### config.mk
export PLATFORM = sky130hd
export DESIGN_NAME = bp_be_pair_issue_scheduler
export DESIGN_NICKNAME = d
export VERILOG_FILES = /design/src/rtl/bp_be_pkg.sv /design/src/rtl/bp_be_issue_hazard.sv /design/src/rtl/bsg_dff_reset_en.sv /design/src/rtl/bp_be_pair_issue_scheduler.sv
export SDC_FILE = /design/constraint.sdc
export NUM_CORES = 1
export LEC_CHECK = 0
export ABC_CLOCK_PERIOD_IN_PS = 3480
export CAP_MARGIN = 30
export CORE_MARGIN = 4
export CORE_UTILIZATION = 40
export CTS_CLUSTER_SIZE = 12
export DETAILED_ROUTE_END_ITERATION = 10
export PLACE_DENSITY_LB_ADDON = 0.08
export REMOVE_ABC_BUFFERS = 1
export SETUP_SLACK_MARGIN = 0.05
export SLEW_MARGIN = 0
export SYNTH_ARGS = -nofsm -noshare
export SYNTH_HDL_FRONTEND = slang
export SYNTH_SLANG_ARGS = --single-unit
### constraint.sdc
create_clock -name clk_i -period 3.48 [get_ports clk_i]
set_input_delay 0.696 -clock clk_i [delete_from_list [all_inputs] [get_ports clk_i]]
set_output_delay 0.696 -clock clk_i [all_outputs]
set_load 0.01 [all_outputs]
### src/rtl/bp_be_pkg.sv
// Shared types for the BE pair-issue path: processor config selector,
// register-address width lookup and the pair scheduler state encoding.
package bp_be_pkg;

    typedef enum logic [3:0] {
        e_bp_default_cfg = 4'd0
    } bp_params_e;

    typedef enum logic [1:0] {
        e_empty  = 2'd0,
        e_pair   = 2'd1,
        e_second = 2'd2
    } bp_be_pair_issue_state_e;

    localparam int stall_cnt_width_gp = 8;

    function automatic int bp_reg_addr_width(input bp_params_e cfg);
        case (cfg)
            e_bp_default_cfg: return 5;
            default:          return 5;
        endcase
    endfunction

endpackage

### src/rtl/bp_be_issue_hazard.sv
// Turns raw scoreboard match bits into a single hazard flag for one issue
// slot; x0 sources never hazard and a destination only counts if written.
module bp_be_issue_hazard
    #(parameter int num_rs_p = 2
    , parameter int addr_width_p = 5
    )
    (input  logic [num_rs_p-1:0][addr_width_p-1:0] rs_i
    , input  logic [addr_width_p-1:0]              rd_i
    , input  logic                                 rd_w_v_i
    , input  logic [num_rs_p-1:0]                  rs_match_i
    , input  logic                                 rd_match_i
    , output logic                                 haz_o
    );

    always_comb begin
        haz_o = rd_match_i & rd_w_v_i & (rd_i != '0);
        for (int i = 0; i < num_rs_p; i++) begin
            if (rs_match_i[i] && (rs_i[i] != '0)) begin
                haz_o = 1'b1;
            end
        end
    end

endmodule

### src/rtl/bsg_dff_reset_en.sv
// Enabled register with synchronous active-high reset to a constant.
module bsg_dff_reset_en
    #(parameter int width_p = 1
    , parameter logic [width_p-1:0] reset_val_p = '0
    )
    (input  logic               clk_i
    , input  logic               reset_i
    , input  logic               en_i
    , input  logic [width_p-1:0] data_i
    , output logic [width_p-1:0] data_o
    );

    logic [width_p-1:0] data_q;

    always_ff @(posedge clk_i) begin
        if (reset_i) begin
            data_q <= reset_val_p;
        end else if (en_i) begin
            data_q <= data_i;
        end
    end

    assign data_o = data_q;

endmodule

### src/rtl/bp_be_pair_issue_scheduler.sv
// In-order dual-issue scheduler: holds one instruction pair, checks both slots
// against the dual-issue scoreboard and issues pair, slot 0 alone, or nothing.
module bp_be_pair_issue_scheduler
    import bp_be_pkg::*;
    #(parameter bp_params_e bp_params_p = e_bp_default_cfg
    , parameter int num_rs_p = 2
    , localparam int reg_addr_width_lp = bp_reg_addr_width(bp_params_p)
    )
    (input  logic                                           clk_i
    , input  logic                                           reset_i
    , input  logic                                           flush_i
    , input  logic                                           pair_v_i
    , output logic                                           pair_ready_and_o
    , input  logic                                           instr0_v_i
    , input  logic                                           instr1_v_i
    , input  logic [num_rs_p-1:0][reg_addr_width_lp-1:0]     instr0_rs_i
    , input  logic [num_rs_p-1:0][reg_addr_width_lp-1:0]     instr1_rs_i
    , input  logic [reg_addr_width_lp-1:0]                   instr0_rd_i
    , input  logic [reg_addr_width_lp-1:0]                   instr1_rd_i
    , input  logic                                           instr0_rd_w_v_i
    , input  logic                                           instr1_rd_w_v_i
    , output logic [num_rs_p-1:0][reg_addr_width_lp-1:0]     sb_rs0_o
    , output logic [num_rs_p-1:0][reg_addr_width_lp-1:0]     sb_rs1_o
    , output logic [reg_addr_width_lp-1:0]                   sb_rd0_o
    , output logic [reg_addr_width_lp-1:0]                   sb_rd1_o
    , input  logic [num_rs_p-1:0]                            sb_rs_match0_i
    , input  logic [num_rs_p-1:0]                            sb_rs_match1_i
    , input  logic                                           sb_rd_match0_i
    , input  logic                                           sb_rd_match1_i
    , output logic                                           score_v0_o
    , output logic                                           score_v1_o
    , output logic [reg_addr_width_lp-1:0]                   score_rd0_o
    , output logic [reg_addr_width_lp-1:0]                   score_rd1_o
    , input  logic                                           dispatch_ready_i
    , output logic                                           dispatch0_v_o
    , output logic                                           dispatch1_v_o
    , output logic [stall_cnt_width_gp-1:0]                  stall_cnt_o
    );

    localparam int instr_w_lp = num_rs_p*reg_addr_width_lp + reg_addr_width_lp + 1;
    localparam int buf_w_lp   = 1 + 2*instr_w_lp;

    function automatic logic [stall_cnt_width_gp-1:0] sat_inc(input logic [stall_cnt_width_gp-1:0] c);
        return (c == '1) ? c : c + 1'b1;
    endfunction

    bp_be_pair_issue_state_e state_q, state_d;
    logic [stall_cnt_width_gp-1:0] cnt_q, cnt_d;

    logic [buf_w_lp-1:0] buf_d, buf_q;
    logic                                       v1_q, w0_q, w1_q;
    logic [num_rs_p-1:0][reg_addr_width_lp-1:0] rs0_q, rs1_q;
    logic [reg_addr_width_lp-1:0]               rd0_q, rd1_q;

    logic accept, issue_ok, last_issue, stall, p1_w_v;
    logic haz0, haz1;

    assign buf_d = {instr1_v_i, instr0_rs_i, instr0_rd_i, instr0_rd_w_v_i,
                    instr1_rs_i, instr1_rd_i, instr1_rd_w_v_i};

    bsg_dff_reset_en #(.width_p(buf_w_lp)) pair_buf
        (.clk_i  (clk_i)
        ,.reset_i(reset_i)
        ,.en_i   (accept)
        ,.data_i (buf_d)
        ,.data_o (buf_q)
        );

    assign {v1_q, rs0_q, rd0_q, w0_q, rs1_q, rd1_q, w1_q} = buf_q;

    // Port 1 always carries the oldest pending instruction; port 2 only the younger slot of a full pair.
    always_comb begin
        sb_rs0_o = '0;
        sb_rd0_o = '0;
        sb_rs1_o = '0;
        sb_rd1_o = '0;
        p1_w_v   = 1'b0;
        case (state_q)
            e_pair: begin
                sb_rs0_o = rs0_q;
                sb_rd0_o = w0_q ? rd0_q : '0;
                sb_rs1_o = rs1_q;
                sb_rd1_o = rd1_q;
                p1_w_v   = w0_q;
            end
            e_second: begin
                sb_rs0_o = rs1_q;
                sb_rd0_o = w1_q ? rd1_q : '0;
                p1_w_v   = w1_q;
            end
            default: ;
        endcase
    end

    bp_be_issue_hazard #(.num_rs_p(num_rs_p), .addr_width_p(reg_addr_width_lp)) hazard_p1
        (.rs_i      (sb_rs0_o)
        ,.rd_i      (sb_rd0_o)
        ,.rd_w_v_i  (p1_w_v)
        ,.rs_match_i(sb_rs_match0_i)
        ,.rd_match_i(sb_rd_match0_i)
        ,.haz_o     (haz0)
        );

    bp_be_issue_hazard #(.num_rs_p(num_rs_p), .addr_width_p(reg_addr_width_lp)) hazard_p2
        (.rs_i      (sb_rs1_o)
        ,.rd_i      (sb_rd1_o)
        ,.rd_w_v_i  (w1_q)
        ,.rs_match_i(sb_rs_match1_i)
        ,.rd_match_i(sb_rd_match1_i)
        ,.haz_o     (haz1)
        );

    assign issue_ok      = dispatch_ready_i & ~flush_i;
    assign dispatch0_v_o = (state_q == e_pair) & issue_ok & ~haz0;
    assign dispatch1_v_o = (state_q == e_pair)   ? (dispatch0_v_o & v1_q & ~haz1)
                         : (state_q == e_second) & issue_ok & ~haz0;

    assign last_issue = (state_q == e_pair)   ? (dispatch0_v_o & (~v1_q | dispatch1_v_o))
                      : (state_q == e_second) & dispatch1_v_o;

    // Refilling on the same edge the last slot leaves keeps back-to-back pairs bubble-free.
    assign pair_ready_and_o = ~flush_i & ((state_q == e_empty) | last_issue);
    assign accept           = pair_v_i & pair_ready_and_o;

    assign score_v0_o  = dispatch0_v_o & w0_q & (rd0_q != '0);
    assign score_rd0_o = rd0_q;
    assign score_v1_o  = dispatch1_v_o & w1_q & (rd1_q != '0);
    assign score_rd1_o = rd1_q;

    always_comb begin
        state_d = state_q;
        if (flush_i) begin
            state_d = e_empty;
        end else begin
            if (state_q == e_pair && dispatch0_v_o) begin
                state_d = last_issue ? e_empty : e_second;
            end else if (state_q == e_second && dispatch1_v_o) begin
                state_d = e_empty;
            end
            if (accept) begin
                state_d = instr0_v_i ? e_pair : (instr1_v_i ? e_second : e_empty);
            end
        end
    end

    // The oldest pending slot is always on port 1, so its hazard alone decides a stall.
    assign stall = issue_ok & (state_q != e_empty) & haz0;
    assign cnt_d = stall ? sat_inc(cnt_q) : cnt_q;

    always_ff @(posedge clk_i) begin
        if (reset_i) begin
            state_q <= e_empty;
            cnt_q   <= '0;
        end else begin
            state_q <= state_d;
            cnt_q   <= cnt_d;
        end
    end

    assign stall_cnt_o = cnt_q;

endmodule

---- Word level (Yosys, flattened, before mapping) ----
Index checks and enable logic that the tools add are counted.
cells by class
  add/subtract/negate cells ............... 1
  equality and inequality tests ........... 3
  muxes and demuxes ....................... 19
  bitwise logic cells ..................... 28
  reductions and logical operators ........ 19
operator list
  cell                                                             number
  5-bit nonzero test                                               8
  1-bit AND                                                        21
  10-bit case mux with 2 select lines                              1
  5-bit 2-to-1 mux                                                 3
  2-bit 2-to-1 mux                                                 6
  10-bit 2-to-1 mux                                                1
  5-bit case mux with 2 select lines                               1
  8-bit by 1-bit adder with 8-bit output, second input constant    1
  8-bit == test, second input constant                             1
  1-bit logical AND                                                6
  1-bit 2-to-1 mux                                                 6
  1-bit NOT                                                        5
  3-bit nonzero test                                               1
  2-bit by 1-bit == test with 1-bit output, second input constant  1
  2-bit == test, second input constant                             1
  2-bit zero test                                                  1
  1-bit bitwise OR                                                 2
  1-bit case mux with 2 select lines                               1
  2-bit AND reduction                                              1
  2-bit nonzero test                                               1
  2-bit OR reduction                                               1
storage, ports and cells
  bits in registers ....................... 43
  bits of input ports ..................... 45
  output and inout port bits .............. 53
  logic and storage cells ................. 73

---- Longest topological paths before layout ----
  word-level depth ........................ 18
  mapped depth ............................ 11
  depth with buffers taken out ............ 8

---- Hierarchy ----
From an unflattened synthesis, not the netlist that was laid out.
unflattened totals
  cells, all modules ...................... 251
  area, all modules ....................... 2297.2 um^2
modules (own cells, without submodules)
  module                      instances  cells an instance  area each (um^2)  sequential area each (um^2)
  bsg_dff_reset_en            1          107                1202.4            660.6
  bp_be_pair_issue_scheduler  1          130                994.7             200.2
  bp_be_issue_hazard          2          7                  50.0              0.0

---- Worst setup path before layout ----
No wires, ideal clock.
  kind .................................... register to output
  from .................................... reg state_q[0]
  to ...................................... out score_v1_o
  data arrival time ....................... 2067 ps
  data required time ...................... 2784 ps
  path slack .............................. 717 ps
  stages on the path, launching flop included .. 9
  path through ............................ dfxtp_1 -> inv_1 -> ha_1 -> and2_1 -> a32o_1 -> o31ai_4 -> and3_1 -> nor2b_1 -> o2111a_1
on the way
  longest elaborated chain between the ends .. 13
  elaborated cells between the ends (all ways) .. 35
ends and longest elaborated chain
  element                                                                           line                                                                  RTL
  from (decl)                                                                       bp_be_pair_issue_scheduler.sv:47                                      bp_be_pair_issue_state_e state_q, state_d;
  from (signal assigned)                                                            bp_be_pair_issue_scheduler.sv:152                                     state_q <= e_empty;
  from (signal assigned)                                                            bp_be_pair_issue_scheduler.sv:155                                     state_q <= state_d;
  2-bit == test / 2-bit by 1-bit == test with 1-bit output (equally long branches)  -
  5-bit case mux with 2 select lines (tied with other cells)                        bp_be_pair_issue_scheduler.sv:78                                      case (state_q)
  5-bit nonzero test (tied with other cells)                                        bp_be_issue_hazard.sv:16                                              haz_o = rd_match_i & rd_w_v_i & (rd_i != '0);
  1-bit AND / 1-bit logical AND (equally long branches)                             bp_be_issue_hazard.sv:16, bp_be_issue_hazard.sv:18
  1-bit 2-to-1 mux (2 in series)                                                    bp_be_issue_hazard.sv:18                                              if (rs_match_i[i] && (rs_i[i] != '0)) begin
  1-bit NOT                                                                         bp_be_pair_issue_scheduler.sv:114, bp_be_pair_issue_scheduler.sv:116
  1-bit AND                                                                         bp_be_pair_issue_scheduler.sv:114                                     assign dispatch0_v_o = (state_q == e_pair) & issue_ok & ~haz0;
  1-bit AND (2 in series)                                                           bp_be_pair_issue_scheduler.sv:115                                     assign dispatch1_v_o = (state_q == e_pair) ? (dispatch0_v_o & v1_q & ~haz1)
  1-bit 2-to-1 mux (*)                                                              bp_be_pair_issue_scheduler.sv:115
  1-bit AND (*) (2 in series)                                                       bp_be_pair_issue_scheduler.sv:127                                     assign score_v1_o = dispatch1_v_o & w1_q & (rd1_q != '0);
  to (decl)                                                                         bp_be_pair_issue_scheduler.sv:31                                      , output logic score_v1_o
Every way passes the cells marked *; elsewhere a longest branch is shown, timed or not.

---- Worst setup path in the final report ----
  from .................................... reg state_q[0]
  to ...................................... out score_v0_o
on the way
  longest elaborated chain between the ends .. 10
  elaborated cells between the ends (all ways) .. 19
ends and longest elaborated chain
  element                                                                           line                                                                 RTL
  2-bit == test / 2-bit by 1-bit == test with 1-bit output (equally long branches)  bp_be_pair_issue_scheduler.sv:78, bp_be_pair_issue_scheduler.sv:114
  5-bit case mux with 2 select lines (tied with other cells)                        bp_be_pair_issue_scheduler.sv:78
  5-bit nonzero test (tied with other cells)                                        bp_be_issue_hazard.sv:16
  1-bit AND / 1-bit logical AND (equally long branches)                             bp_be_issue_hazard.sv:16, bp_be_issue_hazard.sv:18
  1-bit 2-to-1 mux (2 in series)                                                    bp_be_issue_hazard.sv:18
  1-bit NOT                                                                         bp_be_pair_issue_scheduler.sv:114
  1-bit AND (*)                                                                     bp_be_pair_issue_scheduler.sv:114
  1-bit AND (*) (2 in series)                                                       bp_be_pair_issue_scheduler.sv:125                                    assign score_v0_o = dispatch0_v_o & w0_q & (rd0_q != '0);
  to (decl)                                                                         bp_be_pair_issue_scheduler.sv:30                                     , output logic score_v0_o
Marked as above.

==> results.py <==
metrics = {
    "finish": {
        "regArea_um2": 861,
        "diodes": 0,
        "fin_nets": 449,
        "stdcell_area_um2": 3820,
        "final_layout_size_suffix_gt1_share_pct": 9.55,
        "n_fill_cell": 587,
        "syn_to_final_growth_pct": 39.6,
        "final_util_pct": 58.8,
        "final_cells": 475,
        "multiInputGateArea_um2": 1680,
    },
    "critical_path": {
        "crit_type": "reg2out",
        "startpoint_type": "register",
        "critPathRequiredTime_ns": 2.78,
        "rr_startpoint": "state_q[0]$_SDFFE_PP0P_",
        "worstSetupEndpointType": "output pin",
        "worstPathMaxFanout": 13,
        "rrSetupSlack_ns": 0.79,
        "cp.arrival_ns": 2.52,
        "critPathLaunch": "state_q[0]$_SDFFE_PP0P_",
        "crit_end": "score_v0_o",
        "r2r-end": "pair_buf.data_o[11]$_SDFFE_PP0P_",
        "reg2reg_depth": 10,
    },
    "placement": {
        "io_buffers": 97,
        "dpl_cell_area_um2": 3700,
        "place.gp.congestion": 0.851,
        "dpl.hpwl_mm": 5.24,
        "numPlacedInstances": 468,
    },
    "timing": {
        "skew_ns": 0.00532,
        "fin_crit_ns": 3.22,
        "rsz0062_at_grt": "false",
        "slew_viol_final": 0,
        "hold_ws_ns": 0.476,
        "slew_headroom_pct": 54.8,
        "fmax_mhz": 311,
        "setup_viol": 0,
        "finalHoldViolCount": 0,
        "final.setup.tns_ns": 0,
        "worst_pin_slew_ns": 0.678,
        "finalCritPeriodShare_pct": 92.5,
    },
    "detailed_routing": {
        "drt_iter0_markers": 71,
        "drtAntennaViolNets": 0,
        "drc": 0,
        "routedWlPerCell_um": 14.7,
        "dr.pass1.iters": 4,
        "routed_wl_mm": 6.99,
        "via_per_inst": 5.17,
        "via_count": 2455,
    },
    "job": {
        "drv_cap": 0,
    },
    "logic_synthesis": {
        "syn_area_um2": 2740,
        "synth_ff_type": "dfxtp_1",
        "synth.avg_cell_area_um2": 8.80,
        "async_flop_share_pct": 0,
        "ys_ff_latch": 43,
        "ys_seq_area_share_pct": 31.5,
        "yosys_warnings": 0,
        "syn_inst": 311,
        "synth_cell_types": 50,
        "synth_edf_count": 0,
    },
    "power": {
        "power.density_nw_per_um2": 273,
        "ir_worst_vdd_mv": 0.136,
        "power.leakage_nw": 1.37,
    },
    "grt": {
        "grt_pass1_wl_mm": 11.8,
        "grt_usage_pct": 17.5,
        "grt_overflow_total": 0,
        "grt_antenna_before_repair": 0,
        "grt_max_degree": 53,
        "grt_pass1_vias": 2427,
    },
    "cts": {
        "hold_buffers": 0,
        "cts-root-buf": "clkbuf_8",
        "clk_pin_slew_ns": 0.08,
        "cts_tree": "built",
        "cts_buffers": 5,
        "clk_path_buf_depth": 2,
        "clock-sinks": 43,
        "htreeDepth": 2,
        "clkLatencyLatePin_ns": 0.30,
    },
    "floorplan": {
        "core_area_um2": 6490,
        "die-area_um2": 8230,
        "initial_utilization_pct": 42.1,
        "die_w_um": 90.7,
        "io_pins": 98,
        "die_y_um": 90.7,
        "rows": 29,
    },
    "worst_hold_path": {
        "hp-class": "reg2reg",
    },
    "status": {
        "status": "finished, final reports clean",
    },
}
metal layers:
metal	vias up	routed length, µm	global-route usage [%]
met3	7	467	4.83
met2	71	3120	27.9
met5	-	0	0
met4	0	100	6.12
li1	1244	-	-
met1	1133	3300	22.6
critical path: stages, from the launching register on:
cell,delay [ns]
dfxtp_1,0.36
inv_1,0.09
ha_1,0.21
buf_4,0.20
a22oi_2,0.23
a41oi_1,0.16
o21ai_2,0.20
and3_1,0.19
nor2b_4,0.17
and2_1,0.15
dlygate4sd2_1,0.27
flip-flops by register name, summed over array words and instances, names as in the netlist:
name,flops
pair_buf.data_o,33
stall_cnt_o,8
state_q,2
timing repair:
| action | 4_1_cts | 5_1_grt |
|---|---|---|
| setup endpoints to repair | 5 | 1 |
| pin swaps | 0 | 1 |
| gates resized for setup | 14 | 3 |
| setup buffers | 0 | 1 |
cell usage after synthesis (all sizes together) (2+ instances only):
master / number / area share [%]
a21oi: 8 / 1.5
a22oi: 10 / 2.7
a31o: 3 / 0.96
a32o: 4 / 1.5
a32oi: 3 / 0.96
a41oi: 2 / 0.64
and2: 21 / 4.8
and3: 3 / 0.69
buf: 18 / 6.0
clkbuf: 10 / 1.4
dfxtp: 43 / 31
ha: 5 / 2.3
inv: 9 / 1.2
mux2i: 34 / 12
nand2: 8 / 1.1
nand2b: 68 / 16
nand3: 2 / 0.37
nor2: 26 / 3.6
nor2b: 3 / 0.69
nor3: 2 / 0.37
o21ai: 4 / 1.0
o22ai: 2 / 0.46
o31ai: 2 / 1.1
or4: 3 / 0.96
xnor2: 2 / 0.64
cell families (layout without fill, tap and decap cells):
logic type / after synthesis / in the layout / share of synthesized area, %
xor gates and xnor gates: 2 / 2 / 0.640
AOI/OAI and AO/OA: 47 / 47 / 14.3
adders and majority gates: 5 / 5 / 2.29
and+or+nand+nor: 142 / 142 / 29.8
buffers and inverters: 37 / 124 / 8.64
DFF: 43 / 43 / 31.5
muxes: 35 / 35 / 12.8
how the worst min path moves through the flow:
stage                                      from                                to  slack [ns]  cells after the start
2_1_floorplan  pair_buf.data_o[22]$_SDFFE_PP0P_  pair_buf.data_o[22]$_SDFFE_PP0P_        0.45                      2
3_3_place_gp   pair_buf.data_o[26]$_SDFFE_PP0P_  pair_buf.data_o[26]$_SDFFE_PP0P_        0.46                      2
3_5_place_dp   pair_buf.data_o[31]$_SDFFE_PP0P_  pair_buf.data_o[31]$_SDFFE_PP0P_        0.46                      2
4_1_cts        pair_buf.data_o[26]$_SDFFE_PP0P_  pair_buf.data_o[26]$_SDFFE_PP0P_        0.48                      2
5_1_grt        pair_buf.data_o[31]$_SDFFE_PP0P_  pair_buf.data_o[31]$_SDFFE_PP0P_        0.50                      2
6_report       pair_buf.data_o[26]$_SDFFE_PP0P_  pair_buf.data_o[26]$_SDFFE_PP0P_        0.48                      2
report_power, final:
part	switching (W)	internal, W
Sequential	0.0000249	0.000516
Clock	0.000166	0.000134
Combinational	0.0000841	0.000120
cells in the final DEF, fill, tap and decap left out, types with 2 or more instances in the layout:
cell and count:
nand3_1 2, buf_12 2, a32oi_1 3, nor2_1 26
o21ai_2 2, nor2b_1 2, ha_1 5, a22oi_2 7
and3_1 3, nor3_1 2, nand2b_1 68, a21oi_1 8
xnor2_1 2, dlygate4sd2_1 4, and2_1 20, o21ai_1 2
nand2_1 8, or4_1 2, inv_1 8, clkdlybuf4s50_1 91
a41oi_1 2, a31o_1 3, dfxtp_1 43, mux2i_1 34
clkbuf_8 5, a22oi_1 3, buf_4 10, o22ai_1 2
a32o_1 3
through the flow:
step | setup WS, ns | total power, W
detailed placement | 0.141 | 0.000753
global placement | 0.214 | 0.000752
CTS | 0.217 | 0.00106
floorplan | 0.594 | 0.000642
finish | 0.260 | 0.00104
global route | 0.0632 | 0.00110
final cells by class:
| type | instances | area share [%] |
|---|---|---|
| multi-input cells | 231 | 44.0 |
| clock buffers | 6 | 1.90 |
| well taps | 77 | 2.52 |
| repair buffers | 109 | 28.0 |
| flip-flops and latches | 43 | 22.5 |
| inverters | 9 | 0.983 |
Note: power is estimated with default switching activity, not from simulation.
